File: src/rtl/ball_pkg.sv
// ball_pkg
// Shared definitions for the ball sprite motion path.
//   ball_state_t : motion sequencer states
//   FIXED_SHIFT  : sub-pixel bits in position/velocity (pixel = pos >>> 6)
//   POS_W        : width of fixed-point position and velocity (signed)
//   EDGE_*       : bit indices inside HitEdgeCode {Left, Top, Right, Bottom}
//   abs_s        : signed absolute value at POS_W bits
package ball_pkg;

    typedef enum logic [1:0] {
        IDLE   = 2'd0,
        FLIGHT = 2'd1,
        BOUNCE = 2'd2,
        MOVE   = 2'd3
    } ball_state_t;

    localparam int FIXED_SHIFT = 6;
    localparam int POS_W       = 18;
    localparam int PIX_W       = 11;

    localparam int EDGE_LEFT   = 3;
    localparam int EDGE_TOP    = 2;
    localparam int EDGE_RIGHT  = 1;
    localparam int EDGE_BOTTOM = 0;

    function automatic logic signed [POS_W-1:0] abs_s(input logic signed [POS_W-1:0] v);
        return v[POS_W-1] ? -v : v;
    endfunction

endpackage

File: src/rtl/hit_edge_accumulator.sv
// hit_edge_accumulator
// OR-latch collecting per-edge hit codes over a frame. A clear and a hit in
// the same cycle leave only the new hit in the latch, so nothing is lost
// across the clear.
// Ports:
//   clk, reset   : clock, synchronous active-high reset
//   clear_i      : drop the previously latched bits this cycle
//   acc_en_i     : allow new hits to be merged in
//   hit_i        : current pixel collides
//   code_i       : edge code qualified by hit_i
//   latch_o      : accumulated edge bits
module hit_edge_accumulator #(
    parameter int W = 4
) (
    input  logic         clk,
    input  logic         reset,
    input  logic         clear_i,
    input  logic         acc_en_i,
    input  logic         hit_i,
    input  logic [W-1:0] code_i,
    output logic [W-1:0] latch_o
);

    logic [W-1:0] latch_q;
    logic [W-1:0] latch_d;

    always_comb begin
        latch_d = clear_i ? '0 : latch_q;
        if (acc_en_i && hit_i) begin
            latch_d = latch_d | code_i;
        end
    end

    always_ff @(posedge clk) begin
        if (reset) begin
            latch_q <= '0;
        end else begin
            latch_q <= latch_d;
        end
    end

    assign latch_o = latch_q;

endmodule

File: src/rtl/ball_motion_ctrl.sv
// ball_motion_ctrl
// Per-frame motion sequencer for the ball sprite. Holds fixed-point position
// and velocity, collects edge hits during the frame, and at startOfFrame
// applies bounces (BOUNCE) then advances the position (MOVE). A ball leaving
// the left, right or bottom of the field is retired back to IDLE at spawn.
// Ports:
//   clk, reset      : clock, synchronous active-high reset
//   startOfFrame    : one-cycle pulse per frame
//   launch          : start a flight from IDLE
//   collision       : ball pixel overlaps a solid object
//   HitEdgeCode     : {Left, Top, Right, Bottom}, qualified by collision
//   topLeftX/Y      : ball top-left in pixels
//   active          : ball in flight
//   hitPulse        : one cycle when a bounce is applied
//
// state  | meaning
// IDLE   | parked at spawn, zero velocity, waiting for launch
// FLIGHT | moving, accumulating hits until startOfFrame
// BOUNCE | apply latched hits to velocity, clear latch
// MOVE   | advance position, retire lost ball or clamp at ceiling
module ball_motion_ctrl
    import ball_pkg::*;
#(
    parameter int INIT_X                 = 320,
    parameter int INIT_Y                 = 400,
    parameter int SPEED_X                = 96,
    parameter int SPEED_Y                = -128,
    parameter int FIXED_POINT_MULTIPLIER = 64,
    parameter int X_MAX                  = 623,
    parameter int Y_MAX                  = 463
) (
    input  logic              clk,
    input  logic              reset,
    input  logic              startOfFrame,
    input  logic              launch,
    input  logic              collision,
    input  logic [3:0]        HitEdgeCode,
    output logic [PIX_W-1:0]  topLeftX,
    output logic [PIX_W-1:0]  topLeftY,
    output logic              active,
    output logic              hitPulse
);

    localparam logic signed [POS_W-1:0] SPAWN_X   = POS_W'(INIT_X * FIXED_POINT_MULTIPLIER);
    localparam logic signed [POS_W-1:0] SPAWN_Y   = POS_W'(INIT_Y * FIXED_POINT_MULTIPLIER);
    localparam logic signed [POS_W-1:0] LAUNCH_VX = POS_W'(SPEED_X);
    localparam logic signed [POS_W-1:0] LAUNCH_VY = POS_W'(SPEED_Y);
    localparam logic signed [POS_W-1:0] X_MAX_S   = POS_W'(X_MAX);
    localparam logic signed [POS_W-1:0] Y_MAX_S   = POS_W'(Y_MAX);

    ball_state_t state_q, state_d;

    logic signed [POS_W-1:0] posx_q, posx_d;
    logic signed [POS_W-1:0] posy_q, posy_d;
    logic signed [POS_W-1:0] vx_q, vx_d;
    logic signed [POS_W-1:0] vy_q, vy_d;

    logic signed [POS_W-1:0] new_x, new_y;
    logic signed [POS_W-1:0] new_px, new_py;
    logic                    lost;

    logic [3:0] hit_latch;
    logic       acc_clear;
    logic       acc_en;
    logic       hit_pulse;

    hit_edge_accumulator #(.W(4)) u_acc (
        .clk      (clk),
        .reset    (reset),
        .clear_i  (acc_clear),
        .acc_en_i (acc_en),
        .hit_i    (collision),
        .code_i   (HitEdgeCode),
        .latch_o  (hit_latch)
    );

    assign new_x  = posx_q + vx_q;
    assign new_y  = posy_q + vy_q;
    assign new_px = new_x >>> FIXED_SHIFT;
    assign new_py = new_y >>> FIXED_SHIFT;
    // Leaving through the top is not a loss; that case is clamped instead.
    assign lost   = new_px[POS_W-1] || (new_px > X_MAX_S) || (new_py > Y_MAX_S);

    always_comb begin
        state_d   = state_q;
        posx_d    = posx_q;
        posy_d    = posy_q;
        vx_d      = vx_q;
        vy_d      = vy_q;
        acc_clear = 1'b0;
        acc_en    = 1'b1;
        hit_pulse = 1'b0;

        unique case (state_q)
            IDLE: begin
                posx_d    = SPAWN_X;
                posy_d    = SPAWN_Y;
                vx_d      = '0;
                vy_d      = '0;
                acc_clear = 1'b1;
                acc_en    = 1'b0;
                if (launch) begin
                    vx_d    = LAUNCH_VX;
                    vy_d    = LAUNCH_VY;
                    state_d = FLIGHT;
                end
            end
            FLIGHT: begin
                if (startOfFrame) begin
                    state_d = BOUNCE;
                end
            end
            BOUNCE: begin
                acc_clear = 1'b1;
                hit_pulse = |hit_latch;
                // Hits on both opposite edges mean we are wedged; just reverse.
                if (hit_latch[EDGE_LEFT] && hit_latch[EDGE_RIGHT]) begin
                    vx_d = -vx_q;
                end else if (hit_latch[EDGE_LEFT]) begin
                    vx_d = abs_s(vx_q);
                end else if (hit_latch[EDGE_RIGHT]) begin
                    vx_d = -abs_s(vx_q);
                end
                if (hit_latch[EDGE_TOP] && hit_latch[EDGE_BOTTOM]) begin
                    vy_d = -vy_q;
                end else if (hit_latch[EDGE_TOP]) begin
                    vy_d = abs_s(vy_q);
                end else if (hit_latch[EDGE_BOTTOM]) begin
                    vy_d = -abs_s(vy_q);
                end
                state_d = MOVE;
            end
            MOVE: begin
                if (lost) begin
                    posx_d  = SPAWN_X;
                    posy_d  = SPAWN_Y;
                    vx_d    = '0;
                    vy_d    = '0;
                    state_d = IDLE;
                end else begin
                    posx_d = new_x;
                    posy_d = new_y;
                    if (new_py[POS_W-1]) begin
                        posy_d = '0;
                        vy_d   = abs_s(vy_q);
                    end
                    state_d = FLIGHT;
                end
            end
            default: begin
                state_d = IDLE;
            end
        endcase
    end

    always_ff @(posedge clk) begin
        if (reset) begin
            state_q <= IDLE;
            posx_q  <= SPAWN_X;
            posy_q  <= SPAWN_Y;
            vx_q    <= '0;
            vy_q    <= '0;
        end else begin
            state_q <= state_d;
            posx_q  <= posx_d;
            posy_q  <= posy_d;
            vx_q    <= vx_d;
            vy_q    <= vy_d;
        end
    end

    assign topLeftX = posx_q[FIXED_SHIFT +: PIX_W];
    assign topLeftY = posy_q[FIXED_SHIFT +: PIX_W];
    assign active   = (state_q != IDLE);
    assign hitPulse = hit_pulse;

endmodule

File: config.mk
export PLATFORM = sky130hd
export DESIGN_NAME = ball_motion_ctrl
export DESIGN_NICKNAME = d
export VERILOG_FILES = /design/src/rtl/ball_pkg.sv /design/src/rtl/hit_edge_accumulator.sv /design/src/rtl/ball_motion_ctrl.sv
export SDC_FILE = /design/constraint.sdc
export NUM_CORES = 1
export LEC_CHECK = 0
export ABC_AREA = 0
export CORE_UTILIZATION = 39
export CTS_CLUSTER_SIZE = 25
export DETAILED_ROUTE_END_ITERATION = 10
export SETUP_SLACK_MARGIN = 0.15
export SLEW_MARGIN = 10
export SYNTH_ARGS = -nofsm -noshare
export SYNTH_HDL_FRONTEND = slang
export SYNTH_SLANG_ARGS = --single-unit
File: constraint.sdc
create_clock -name clk -period 4 [get_ports clk]
set_input_delay 1.2 -clock clk [delete_from_list [all_inputs] [get_ports clk]]
set_output_delay 1.2 -clock clk [all_outputs]
set_load 0.05 [all_outputs]
==> flow_metrics.env, run 1 <==
export IMPL_grt_setup_unrepaired="yes"
export IMPL_path_buf_inv=2
export IMPL_routabilityCongestion=0.930
export IMPL_netlist_cell_type_count=82
export IMPL_final_core_util=0.456
export IMPL_netlist_top_cell_by_area="sky130_fd_sc_hd__dfxtp_1"
export IMPL_postSynth_topFlopCell="sky130_fd_sc_hd__dfxtp_1"
export IMPL_start_util=0.400
export IMPL_core_rowCount=50
export IMPL_cp_required_ns=4.22
export IMPL_drv_max_cap_violation_count=0
export IMPL_cts_tree="built"
export IMPL_yosys_cell_count_top_type="sky130_fd_sc_hd__a21oi_1"
export IMPL_synth_yosys_seq_area_share=0.205
export IMPL_final_antenna_net_count=0
export IMPL_synth_avg_cell_area_sq_um=7.32
export IMPL_power_density_cell_area_mw_per_mm2=664
export IMPL_worst_reg2reg_path_startpoint="posy_q[9]"
export IMPL_core_area_sq_mm=0.0188
export IMPL_routed_via_count=7863
export IMPL_clk_pin_slew_ns=0.07
export IMPL_count_of_flip_flops_with_a_built_in_enable_after_synthesis=0
export IMPL_detail_route_wirelength_um=23000
export IMPL_global_route_usage_total=0.231
export IMPL_tritoncts_num_buffers=9
export IMPL_final_max_slew_viol_count=0
export IMPL_clock_tree_root_cell="sky130_fd_sc_hd__clkbuf_16"
export IMPL_detailed_place_hpwl_um=16700
export IMPL_synthCells=1029
export IMPL_hp_start="posy_q[3]"
export IMPL_drc_errors=0
export IMPL_startpoint_type="register"
export IMPL_status="completed"
export IMPL_tightest_slew_ns=0.897
export IMPL_netlist_top_cells_area="sky130_fd_sc_hd__dfxtp_1 20%, sky130_fd_sc_hd__ha_1 7.0%, sky130_fd_sc_hd__a21oi_1 6.1%"
export IMPL_port_buffer_count=32
export IMPL_max_freq_mhz=271
export IMPL_postSynth_asyncResetShare=0
export IMPL_top_level_port_count=33
export IMPL_crit_family="compound AO/OA/AOI/OAI gates"
export IMPL_worst_setup_path_type="register to register"
export IMPL_critical_path_slowest_cell="sky130_fd_sc_hd__a2111oi_0"
export IMPL_drive_gt1_frac=0.116
export IMPL_worstSetupPathDepth=13
export IMPL_antenna_found_initial=0
export IMPL_avgRoutedWirePerCell_um=17.6
export IMPL_die_width_um=141
export IMPL_crit_path_start="posy_q[9]"
export IMPL_ys_seq_elements=77
export IMPL_cts_buffer_depth=2
export IMPL_fp_dieArea_sq_mm=0.0199
export IMPL_synth_cells_most_frequent="92 x sky130_fd_sc_hd__a21oi_1, 86 x sky130_fd_sc_hd__o21ai_0, 77 x sky130_fd_sc_hd__dfxtp_1, 77 x sky130_fd_sc_hd__nand2_1, 75 x sky130_fd_sc_hd__nor2_1"
export IMPL_power_leakage_nw=3.41
export IMPL_final_period_minus_worst_setup_slack_ns=3.69
export IMPL_vias_per_cell=6.00
export IMPL_htree_num_levels=3
export IMPL_rr_worst_depth=13
export IMPL_drtPass1Iterations=5
export IMPL_grt_pass1_vias=6978
export IMPL_end_kind="register"
export IMPL_cts_hold_buffers=0
export IMPL_detailedRoute_firstIterationViolations=739
export IMPL_vdd_ir_drop_max_mv=0.278
export IMPL_syn_area_sq_mm=0.00753
export IMPL_numClockSinks=77
export IMPL_timing_hold_ws_ns=0.466
export IMPL_layout_area_overhead_vs_synth_pct=14.1
export IMPL_crit_share_post_route=0.923
export IMPL_hold_path_class="register to register"
export IMPL_timing_critical_path_cells="ha_1 > a21oi_1 > nor2_1 > a2111oi_0 > o21ai_2 > a211oi_1 > xor2_1 > a31oi_2 > buf_4 > nor2_2 > buf_4 > a2111oi_1 > nor3_1"
export IMPL_max_slew_margin=0.400
export IMPL_setup_viol_count_final=0
export IMPL_worst_path_largest_cell_delay_ns=0.55
export IMPL_overflow=0
export IMPL_grt_max_degree=34
export IMPL_grt_first_pass_wirelength_um=36800
export IMPL_fin_worst_skew_ns=0.0115
export IMPL_fin_setup_tns_ns=0
export IMPL_clock_insertion_delay_worst_skew_ns=0.35
export IMPL_final_nets=1099
export IMPL_synth_warning_count=0
export IMPL_hold_depth=2
export IMPL_post_synthesis_net_count=1082
export IMPL_die_h_um=141
export IMPL_timing_critical_path_arrival_ns=3.91
export IMPL_antenna_diode_count=0
export IMPL_final_hold_violation_count=0
export IMPL_crit_path_max_fanout=17
export IMPL_path_common_cell="sky130_fd_sc_hd__buf_4"
export IMPL_synthDominantCellAreaShare=0.205
[worst paths after layout]
path / to / slack (ns)
setup / recovery: vy_q[10] / 0.31
hold reg to reg: posy_q[3] / 0.47
setup reg to reg: vy_q[10] / 0.31
hold / removal: posy_q[3] / 0.47
[metal layers]
layer	vias up	routed length, um	track usage
met5	-	0	0
met4	0	251	0.0709
met3	24	1630	0.0279
met2	297	10100	0.353
met1	3664	11000	0.337
li1	3878	-	-
[power by group]
group	internal (W)	switching, W
logic	0.00150	0.00226
clock network	0.000570	0.000373
registers	0.000857	0.000135
[metrics by stage]
stage	total power (W)	setup slack, ns	std cells	instance area [sq um]
2_1_floorplan	0.00367	0.500	1029	7530
3_3_place_gp	0.00461	0.316	1290	8200
3_5_place_dp	0.00463	0.254	1290	8200
4_1_cts	0.00559	0.211	1306	8530
5_1_grt	0.00613	0.0299	1311	8590
6_report	0.00571	0.309	1311	8590
[placed cells by master, fill, tap and decap left out, types with 12 or more instances in the layout]
master,n
sky130_fd_sc_hd__a211oi_1,13
sky130_fd_sc_hd__a21o_1,14
sky130_fd_sc_hd__a21oi_1,92
sky130_fd_sc_hd__a31oi_1,13
sky130_fd_sc_hd__and2_1,12
sky130_fd_sc_hd__buf_4,66
sky130_fd_sc_hd__clkdlybuf4s50_1,30
sky130_fd_sc_hd__dfxtp_1,77
sky130_fd_sc_hd__ha_1,42
sky130_fd_sc_hd__inv_1,39
sky130_fd_sc_hd__nand2_1,76
sky130_fd_sc_hd__nand3_1,29
sky130_fd_sc_hd__nor2_1,75
sky130_fd_sc_hd__nor3_1,35
sky130_fd_sc_hd__nor4_1,13
sky130_fd_sc_hd__o211ai_1,23
sky130_fd_sc_hd__o21ai_0,86
sky130_fd_sc_hd__o32ai_1,14
sky130_fd_sc_hd__or3_1,20
sky130_fd_sc_hd__xnor2_1,29
sky130_fd_sc_hd__xor2_1,30
[state kept, by name, indices dropped and copies added (netlist names)]
register	count
state_q	2
posx_q	18
posy_q	17
u_acc.latch_o	4
vy_q	18
vx_q	18
[cell families after synthesis]
kind of cell	synth area share
multiplexers	0.0163
adder cells (fa/ha/maj)	0.0751
buffers and inverters	0.0798
flip-flops	0.205
AND/OR/NAND/NOR	0.219
AO/OA/AOI/OAI	0.336
XOR/XNOR	0.0686
[worst min-delay path: stages, from the launching register on]
cell and delay (ns):
sky130_fd_sc_hd__dfxtp_1 0.33, sky130_fd_sc_hd__nand2_1 0.05, sky130_fd_sc_hd__o21ai_0 0.05
[area by class of cell]
| type | count | area, sq um |
|---|---|---|
| fillers | 1860 | 10200 |
| multi-input cells | 819 | 5410 |
| flip-flops and latches | 77 | 1540 |
| repair buffers | 100 | 837 |
| well taps | 260 | 325 |
| clock buffers | 10 | 239 |
| inverters | 39 | 146 |
| clock inverters | 6 | 93.8 |
[repair_timing]
item | CTS | global route
resized for setup | 0 | 7
hold endpoints to repair | 0 | 0
setup endpoints to repair | 0 | 52
buffers inserted | 0 | 5
(Power assumes the default switching activity.)
==> inputs of run 2 (changes only) <==
clock period = 3.8 ns   (was 4 ns; I/O delays follow)
==> flow_metrics.env, run 2 (synthesis gave the netlist of run 1 again) <==
export IMPL_grt_use_met2=0.352
export IMPL_power_share_sequential=0.173
export IMPL_final_hold_violation_count=0
export IMPL_drtPass1Iterations=5
export IMPL_worst_setup_path_type="register to register"
export IMPL_cts_buffer_depth=2
export IMPL_tritoncts_num_buffers=9
export IMPL_htree_num_levels=3
export IMPL_final_period_minus_worst_setup_slack_ns=3.62
export IMPL_tightest_slew_ns=0.885
export IMPL_cts_tree="built"
export IMPL_fin_worst_skew_ns=0.0110
export IMPL_crit_share_post_route=0.953
export IMPL_detail_route_wirelength_um=23600
export IMPL_worst_reg2reg_path_startpoint="vx_q[0]"
export IMPL_finish_cell_count_without_fillers=1314
export IMPL_final_cell_mix="89 x sky130_fd_sc_hd__a21oi_1, 79 x sky130_fd_sc_hd__o21ai_0, 76 x sky130_fd_sc_hd__nand2_1"
export IMPL_max_slew_margin=0.409
export IMPL_global_route_usage_met1=0.346
export IMPL_hold_path_class="register to register"
export IMPL_drc_errors=0
export IMPL_numClockSinks=77
export IMPL_overflow=0
export IMPL_met3_usage=0.0272
export IMPL_timing_hold_ws_ns=0.466
export IMPL_grt_first_pass_wirelength_um=37100
export IMPL_clock_insertion_delay_worst_skew_ns=0.35
export IMPL_clkPwrFrac=0.150
export IMPL_rr_worst_depth=14
export IMPL_avgRoutedWirePerCell_um=18.0
export IMPL_cp_required_ns=4.03
export IMPL_internal_power_w=0.00312
export IMPL_clock_tree_root_cell="sky130_fd_sc_hd__clkbuf_16"
export IMPL_die_h_um=141
export IMPL_place_worst_setup_slack_ns=0.0997
export IMPL_n_fill_cell=1862
export IMPL_status="completed"
export IMPL_routabilityCongestion=0.928
export IMPL_largest_registers="posx_q x18, vx_q x18, vy_q x18"
export IMPL_max_freq_mhz=276
export IMPL_switching_power_w=0.00303
export IMPL_drive_gt1_frac=0.154
export IMPL_final_antenna_net_count=0
export IMPL_detailed_place_hpwl_um=16900
export IMPL_timing_critical_path_cells="ha_4 > fa_2 > a21o_1 > a221oi_2 > o221a_2 > o21ai_2 > xor2_1 > a311oi_2 > o2111ai_4 > buf_6 > buf_4 > o31ai_1 > a21oi_1 > a211oi_1"
export IMPL_hp_start="posx_q[4]"
export IMPL_placed_cells=1291
export IMPL_hold_depth=2
export IMPL_core_rowCount=50
export IMPL_setup_viol_count_final=0
export IMPL_gr_max_usage_layer="met2"
export IMPL_detailedRoute_firstIterationViolations=761
export IMPL_drv_max_cap_violation_count=0
export IMPL_core_area_sq_mm=0.0188
export IMPL_fin_setup_tns_ns=0
export IMPL_layout_commonest_cell="sky130_fd_sc_hd__a21oi_1"
export IMPL_timing_rr_end="vy_q[7]"
export IMPL_vias_per_cell=6.09
export IMPL_power_switching_fraction=0.493
export IMPL_startpoint_type="register"
export IMPL_routed_via_count=8001
export IMPL_vdd_ir_drop_max_mv=0.298
export IMPL_power_share_combinational=0.676
export IMPL_end_kind="register"
export IMPL_critical_path_slowest_cell="sky130_fd_sc_hd__fa_2"
export IMPL_fp_dieArea_sq_mm=0.0199
export IMPL_port_buffer_count=32
export IMPL_grt_max_degree=34
export IMPL_grt_pass1_vias=6956
export IMPL_power_leakage_nw=3.44
export IMPL_worst_path_largest_cell_delay_ns=0.40
export IMPL_timing_critical_path_arrival_ns=3.85
export IMPL_clk_pin_slew_ns=0.06
export IMPL_r2r_slack_ns=0.18
export IMPL_antenna_diode_count=0
export IMPL_start_util=0.400
export IMPL_global_route_usage_total=0.233
export IMPL_die_width_um=141
export IMPL_layout_area_overhead_vs_synth_pct=17.3
export IMPL_top_level_port_count=33
export IMPL_fin_total_pwr_w=0.00615
export IMPL_final_nets=1104
export IMPL_grt_setup_unrepaired="yes"
export IMPL_power_density_cell_area_mw_per_mm2=696
export IMPL_final_max_slew_viol_count=0
export IMPL_setup_ws_ns=0.177
export IMPL_antenna_found_initial=0
export IMPL_crit_path_max_fanout=9
export IMPL_min_delay_worst_endpoint="posx_q[4]"
## run 2: cell count changes in the layout (fill, tap and decap cells not counted), moves of 5 or more
| cell | delta |
|---|---|
| sky130_fd_sc_hd__buf_6 | +6 |
| sky130_fd_sc_hd__ha_1 | -5 |
| sky130_fd_sc_hd__dfxtp_2 | +5 |
| sky130_fd_sc_hd__dfxtp_1 | -5 |
| sky130_fd_sc_hd__o21ai_2 | +5 |
| sky130_fd_sc_hd__o21ai_0 | -7 |
## run 2: timing repair
item | CTS | global route
resized for setup | 4 | 62
buffers inserted | 0 | 8
hold endpoints to repair | 0 | 0
setup endpoints to repair | 11 | 52
pin swaps | 0 | 22
hold buffers | 0 | 0
cloned | 0 | 1
## run 2: power groups by stage
| stage | Combinational, W | Sequential [W] | Clock [W] |
|---|---|---|---|
| after global placement | 0.00382 | 0.00107 | 0 |
| after floorplan | 0.00286 | 0.00100 | 0 |
| after CTS | 0.00386 | 0.00105 | 0.000940 |
| after detailed placement | 0.00383 | 0.00107 | 0 |
| final | 0.00416 | 0.00107 | 0.000925 |
| after global routing | 0.00450 | 0.00108 | 0.000967 |
## run 2: critical path: cells and delay by family (launching register included)
family | cells | cell delay (ns)
compound gates | 9 | 2.09
buf+inv | 2 | 0.36
xor+xnor | 1 | 0.16
flops | 1 | 0.33
fa+ha+maj | 2 | 0.56
## run 2: cell type report
type	instances	area [sq um]	area share
clock buffers	9	225	0.0255
clock inverters	5	77.6	0.00878
inverters	39	146	0.0166
multi-input cells	819	5610	0.635
flip-flops and latches	77	1550	0.175
well taps	260	325	0.0368
repair buffers	105	900	0.102
## run 2: worst max-delay path by stage
| stage | start | endpoint | slack (ns) | depth (start not counted) |
|---|---|---|---|---|
| detailed placement | posx_q[0] | vy_q[12] | 0.1 | 14 |
| floorplan | vy_q[1] | vx_q[10] | 0.30 | 14 |
| finish | vx_q[0] | vy_q[7] | 0.18 | 14 |
| CTS | posx_q[0] | vy_q[12] | 0.15 | 14 |
| global placement | posx_q[0] | posx_q[5] | 0.17 | 13 |
| global route | vx_q[0] | vy_q[7] | 0.05 | 14 |
## run 2: layer usage
| layer | wire length, um | part of all wire |
|---|---|---|
| met3 | 1770 | 0.075 |
| met1 | 11300 | 0.48 |
| met2 | 10300 | 0.44 |
| met5 | 0 | 0 |
| met4 | 230 | 0.0097 |
## run 2: through the flow
| step | cell area [sq um] | util |
|---|---|---|
| global placement | 8210 | 0.436 |
| finish | 8830 | 0.469 |
| floorplan | 7530 | - |
| global route | 8830 | 0.469 |
| detailed placement | 8210 | 0.436 |
| CTS | 8530 | 0.453 |
